[config.mk]
export PLATFORM = sky130hd
export DESIGN_NAME = uart_rx
export DESIGN_NICKNAME = d
export VERILOG_FILES = /design/src/rtl/uart_rx.sv
export SDC_FILE = /design/constraint.sdc
export NUM_CORES = 1
export LEC_CHECK = 0
export CELL_PAD_IN_SITES_DETAIL_PLACEMENT = 1
export CELL_PAD_IN_SITES_GLOBAL_PLACEMENT = 1
export CORE_MARGIN = 2
export CORE_UTILIZATION = 42
export CTS_BUF_LIST = sky130_fd_sc_hd__clkbuf_16
export CTS_CLUSTER_SIZE = 12
export DETAILED_ROUTE_END_ITERATION = 12
export PLACE_DENSITY_LB_ADDON = 0.1
export SYNTH_ARGS = -nofsm -noshare
export SYNTH_HDL_FRONTEND = slang
export SYNTH_SLANG_ARGS = --single-unit
[constraint.sdc]
create_clock -name clk_i -period 2.9 [get_ports clk_i]
set_input_delay 0.725 -clock clk_i [delete_from_list [all_inputs] [get_ports clk_i]]
set_output_delay 0.725 -clock clk_i [all_outputs]
set_load 0.02 [all_outputs]
[src/rtl/uart_rx.sv]
// Receiver for asynchronous serial frames.
// Frame format: 5 to 8 data bits sent LSB first, an optional even-parity
// bit, then one or two stop bits. Received words go out through a
// valid/ready handshake. Parity, framing and overrun errors are reported
// on sticky flags.
module uart_rx (
  input  logic        clk_i,
  input  logic        rst_i,
  input  logic        rx_i,
  output logic        busy_o,
  input  logic        cfg_en_i,
  input  logic [15:0] cfg_div_i,
  input  logic        cfg_parity_en_i,
  input  logic [1:0]  cfg_bits_i,
  input  logic        cfg_stop_bits_i,
  output logic [7:0]  rx_data_o,
  output logic        rx_valid_o,
  input  logic        rx_ready_i,
  output logic        err_parity_o,
  output logic        err_frame_o,
  output logic        err_overrun_o,
  input  logic        err_clr_i
);

  typedef enum logic [2:0] {
    S_IDLE,
    S_START_BIT,
    S_DATA,
    S_PARITY,
    S_STOP_BIT_FIRST,
    S_STOP_BIT_LAST
  } state_t;

  state_t      r_state;
  state_t      w_next;
  logic        r_sync1;
  logic        r_sync2;
  logic        r_rxs_prev;
  logic [15:0] r_cnt;
  logic [2:0]  r_bit_cnt;
  logic [7:0]  r_shift;
  logic        r_par;
  logic        r_perr;
  logic        r_ferr;
  logic        r_done;
  logic [7:0]  r_data;
  logic        r_valid;
  logic        r_err_parity;
  logic        r_err_frame;
  logic        r_err_overrun;

  logic        w_rxs;
  logic        w_fall;
  logic        w_half;
  logic        w_sample;
  logic        w_last_bit;
  logic        w_done;
  logic        w_consume;
  logic        w_overrun;
  logic        w_start_entry;
  logic [2:0]  w_last_idx;

  assign w_rxs      = r_sync2;
  assign w_fall     = r_rxs_prev & ~w_rxs;
  // ">=" instead of "==" so that a divisor lowered mid-frame cannot leave
  // the counter stuck above its target for a full 16-bit wrap.
  assign w_half     = (r_cnt >= (cfg_div_i >> 1));
  assign w_sample   = (r_cnt >= cfg_div_i);
  assign w_last_idx = {1'b0, cfg_bits_i} + 3'd4;
  assign w_last_bit = (r_bit_cnt == w_last_idx);
  assign w_consume  = r_valid & rx_ready_i;
  assign w_overrun  = r_done & r_valid & ~w_consume;
  assign w_start_entry = (r_state == S_IDLE) && (w_next == S_START_BIT);

  assign busy_o        = (r_state != S_IDLE);
  assign rx_data_o     = r_data;
  assign rx_valid_o    = r_valid;
  assign err_parity_o  = r_err_parity;
  assign err_frame_o   = r_err_frame;
  assign err_overrun_o = r_err_overrun;

  // State register
  always_ff @(posedge clk_i) begin
    if (rst_i) r_state <= S_IDLE;
    else       r_state <= w_next;
  end

  // Next-state logic and the frame-complete strobe
  always_comb begin
    w_next = r_state;
    w_done = 1'b0;
    if (!cfg_en_i) begin
      w_next = S_IDLE;
    end else begin
      unique case (r_state)
        S_IDLE:      if (w_fall) w_next = S_START_BIT;
        S_START_BIT: if (w_half) w_next = w_rxs ? S_IDLE : S_DATA;
        S_DATA:      if (w_sample && w_last_bit)
                       w_next = cfg_parity_en_i ? S_PARITY : S_STOP_BIT_FIRST;
        S_PARITY:    if (w_sample) w_next = S_STOP_BIT_FIRST;
        S_STOP_BIT_FIRST:
          if (w_sample) begin
            if (cfg_stop_bits_i) begin
              w_next = S_STOP_BIT_LAST;
            end else begin
              w_next = S_IDLE;
              w_done = 1'b1;
            end
          end
        S_STOP_BIT_LAST:
          if (w_sample) begin
            w_next = S_IDLE;
            w_done = 1'b1;
          end
        default:     w_next = S_IDLE;
      endcase
    end
  end

  // Synchroniser, bit timing and frame assembly
  always_ff @(posedge clk_i) begin
    if (rst_i) begin
      r_sync1    <= 1'b1;
      r_sync2    <= 1'b1;
      r_rxs_prev <= 1'b1;
      r_cnt      <= '0;
      r_bit_cnt  <= '0;
      r_shift    <= '0;
      r_par      <= 1'b0;
      r_perr     <= 1'b0;
      r_ferr     <= 1'b0;
      r_done     <= 1'b0;
    end else begin
      r_sync1    <= rx_i;
      r_sync2    <= r_sync1;
      r_rxs_prev <= w_rxs;
      r_done     <= w_done;

      if (r_state == S_IDLE || w_next != r_state || w_sample) r_cnt <= '0;
      else                                                     r_cnt <= r_cnt + 16'd1;

      if (!cfg_en_i || r_state != S_DATA)  r_bit_cnt <= '0;
      else if (w_sample)                   r_bit_cnt <= w_last_bit ? 3'd0 : r_bit_cnt + 3'd1;

      if (w_start_entry) begin
        r_shift <= '0;
        r_par   <= 1'b0;
        r_perr  <= 1'b0;
        r_ferr  <= 1'b0;
      end else if (cfg_en_i && w_sample) begin
        unique case (r_state)
          S_DATA: begin
            r_shift[r_bit_cnt] <= w_rxs;
            r_par              <= r_par ^ w_rxs;
          end
          S_PARITY:                          if (w_rxs != r_par) r_perr <= 1'b1;
          S_STOP_BIT_FIRST, S_STOP_BIT_LAST: if (!w_rxs)         r_ferr <= 1'b1;
          default: ;
        endcase
      end
    end
  end

  // Output word, handshake and sticky error flags (a set wins over a clear)
  always_ff @(posedge clk_i) begin
    if (rst_i) begin
      r_data        <= '0;
      r_valid       <= 1'b0;
      r_err_parity  <= 1'b0;
      r_err_frame   <= 1'b0;
      r_err_overrun <= 1'b0;
    end else begin
      if (r_done && (!r_valid || w_consume)) begin
        r_data  <= r_shift;
        r_valid <= 1'b1;
      end else if (w_consume) begin
        r_valid <= 1'b0;
      end
      r_err_parity  <= (r_done & r_perr) | (r_err_parity  & ~err_clr_i);
      r_err_frame   <= (r_done & r_ferr) | (r_err_frame   & ~err_clr_i);
      r_err_overrun <= w_overrun         | (r_err_overrun & ~err_clr_i);
    end
  end

endmodule

==> reports/metrics.yaml <==
outcome: "finished clean"
critPathBufInv: 3
grt_max_degree: 18
synth_edf_count: 0
grt_pass1_vias: 2840
synth_ff_type: "dfxtp_1"
drt_iter0_markers: 110
grtUsageTotal_pct: 23.1
nets: 464
critPathLaunch: "cfg_div_i[8]"
areaGrowthSynthToFinish_pct: 40.7
start_util_pct: 43.3
die_w_um: 87.4
postSynthAreaPerCell_um2: 8.70
layout.filler_cells: 752
synthTopCellsByArea: "dfxtp_1 (34%), ha_1 (14%), mux2i_1 (5.8%)"
power.density_nw_per_um2: 345
critical_path_class: "input pin to flop"
antenna_found_initial: 0
synth_seq_cells: 49
synthCells: 336
firstDrtPassIters: 4
yosysWarnings: 0
io_pins: 39
clkTransAtPathRegs_ps: 70
core-area_um2: 6760
fp.dieArea_um2: 7650
skew_ps: 6.34
syn_area_um2: 2920
critPathTopFamily: "buffers and inverters"
grt_pass1_wl_um: 13600
crit_path_end_kind: "flop"
setup_slack_ps: 2.88
pre_cts_ws_ps: -512
die_h_um: 87.4
r2r-start: "r_cnt[13]"
maxSlewHeadroom_pct: 53.1
routed_wl_um: 8890
hold_path.class: "flop to flop"
core.rowCount: 30
ant_nets: 0
crit_slowest_cell: "clkdlybuf4s50_1"
drive_gt1_share_pct: 22.2
ys_seq_area_share_pct: 33.5
seqCellArea_um2: 981
layout_min_cycle_time_ps: 2900
synth.largest_area_cell: "dfxtp_1"
cp-start-kind: "input pin"
clkLatencyLatePin_ps: 290
arrival_ps: 3100
wl_met1_um: 3460
h-tree-depth: 2
routedWlPerCell_um: 18.3
synth.distinct_cells: 50
worst_slew_pin_slew_ps: 701
report.final.setup_viol: 0
async_reset_ff_share_pct: 0
grt.overflow.total: 0
n_antenna_cell: 0
power.leakage_uw: 0.00169
critPathMaxStageDelay_ps: 450
period_share_pct: 99.9
dr.max_layer_used: "met4"
rsz0062_at_grt: "true"
cts_tree: "built"
viasPerCell: 5.57
path_max_fanout: 5
min_from: "r_sync1"
clock_sinks: 49
ctsRootBufferMaster: "clkbuf_16"
cts_made_buffers: 5
hold_viol_final: 0
vdd.ir_drop.worst_mv: 0.208
post-route-util_pct: 60.9
wl_met3_um: 234
required_ps: 3100
clockBufferDepth: 2
fmax_ghz: 0.345
io_buffers: 38
hpwlAfterDp_um: 6180
syn_nets: 395
crit_chain: "clkdlybuf4s50_1, inv_1, ha_1, nand2_1, or3_4, a311oi_4, o31ai_4, clkbuf_16, nor4_4, mux2i_1"
drv_cap: 0
drcViolationCount: 0
gp_congestion: 0.783
multiInputGateArea_um2: 2110
vias: 2708
yosysTopAreaCellShare_pct: 33.5
maxSlewViolCount: 0
wl_met2_um: 5020
==> registers in the layout, summed over array words and instances, names as in the netlist <==
| signal | cells |
|---|---|
| r_cnt | 16 |
| r_shift | 8 |
| rx_data_o | 8 |
| r_bit_cnt | 3 |
| r_state | 3 |
| err_frame_o | 1 |
| err_overrun_o | 1 |
| err_parity_o | 1 |
| r_done | 1 |
| r_ferr | 1 |
| r_par | 1 |
| r_perr | 1 |
| r_rxs_prev | 1 |
| r_sync1 | 1 |
| r_sync2 | 1 |
| rx_valid_o | 1 |
==> logic make-up (layout without fill, tap and decap cells) <==
logic type	count (synthesis)	after routing	share of synthesized area (%)
simple gates	134	134	24.5
compound gates	53	53	12.4
flops	49	49	33.5
fa+ha+maj	33	33	14.1
buf+inv	33	103	4.54
xor+xnor	17	17	5.09
mux	17	17	5.82
==> cell usage in the layout (no fill, tap or decap), types with 3 or more instances in the layout <==
cell,instances
o21a_1,4
ha_4,6
nor2b_1,5
a21oi_2,4
and3_1,4
dlygate4sd2_1,4
a31oi_1,3
nand2_1,24
buf_4,27
nand2b_1,8
clkdlybuf4s50_1,31
ha_1,27
nand3_1,13
inv_1,19
nor3_1,4
nor2_1,41
dlymetal6s2s_1,3
clkbuf_16,6
or3_4,3
dfxtp_1,49
xnor2_1,10
nor4_2,3
or3_1,3
xor2_1,7
a21oi_1,15
inv_2,5
mux2i_1,17
nor4_4,8
nand4_1,5
a22oi_1,3
buf_6,3
o21ai_1,4
or2_2,3
==> worst paths after layout <==
| check | endpoint | slack, ps | cells after the start |
|---|---|---|---|
| setup / recovery | r_shift[7] | 3 | 10 |
| hold reg to reg | r_sync2 | 450 | 1 |
| setup reg to reg | r_shift[7] | 450 | 8 |
| hold / removal | r_sync2 | 450 | 1 |
==> area by class of cell <==
type                       instances  area share (%)
multi-input combinational        254            51.2
sequential                        49            23.9
timing repair buffer              71            16.6
clock buffer                       5            3.04
tap                               80            2.43
inverter                          24            2.19
clock inverter                     3           0.608
==> metrics by stage <==
stage                     TNS (ps)  hold slack, ps  std cells  total power (uW)  cell area (um^2)
after global routing          -384             458        486              1480              4110
after global placement      -12150             408        475               814              3600
after CTS                    -21.5             421        483              1420              3850
after floorplan                  0             389        336               741              2920
after detailed placement    -12930             400        475               819              3600
final                            0             449        486              1420              4110
==> worst reg2reg max path: cells and delay by family, from the launching register on <==
kind	cells	cell delay, ps
adders and majority gates	1	350
DFF	1	400
muxes	1	290
buffers and inverters	1	190
and+or+nand+nor	3	690
AOI/OAI and AO/OA	2	450
==> metal layers <==
layer	GRT usage (%)	vias to the layer above
met1	25.2	1320
met5	0	-
met3	2.84	14
li1	-	1329
met4	5.87	0
met2	46.1	45
==> synthesized netlist by cell type, drive strengths merged, types with 4 or more instances <==
library cell / instances
nand2: 26
ha: 33
nor4: 11
xnor2: 10
and3: 5
nor3: 6
nand2b: 8
nor2b: 5
or3: 6
nand4: 5
o21ai: 6
xor2: 7
nor2: 41
inv: 24
dfxtp: 49
nand3: 13
clkbuf: 7
a21oi: 19
o21a: 4
mux2i: 17
==> where the power goes <==
group	internal [uW]	switching, uW
Combinational	76.7	67.0
Sequential	675	2.83
Clock	325	274
Total	1080	344
==> what timing repair did <==
item	4_1_cts	5_1_grt
gates resized for setup	21	35
gates cloned	0	1
hold buffers	0	0
endpoints found under the setup margin	28	29
pin swaps	6	17
buffers inserted	0	2
(Power assumes the default switching activity.)
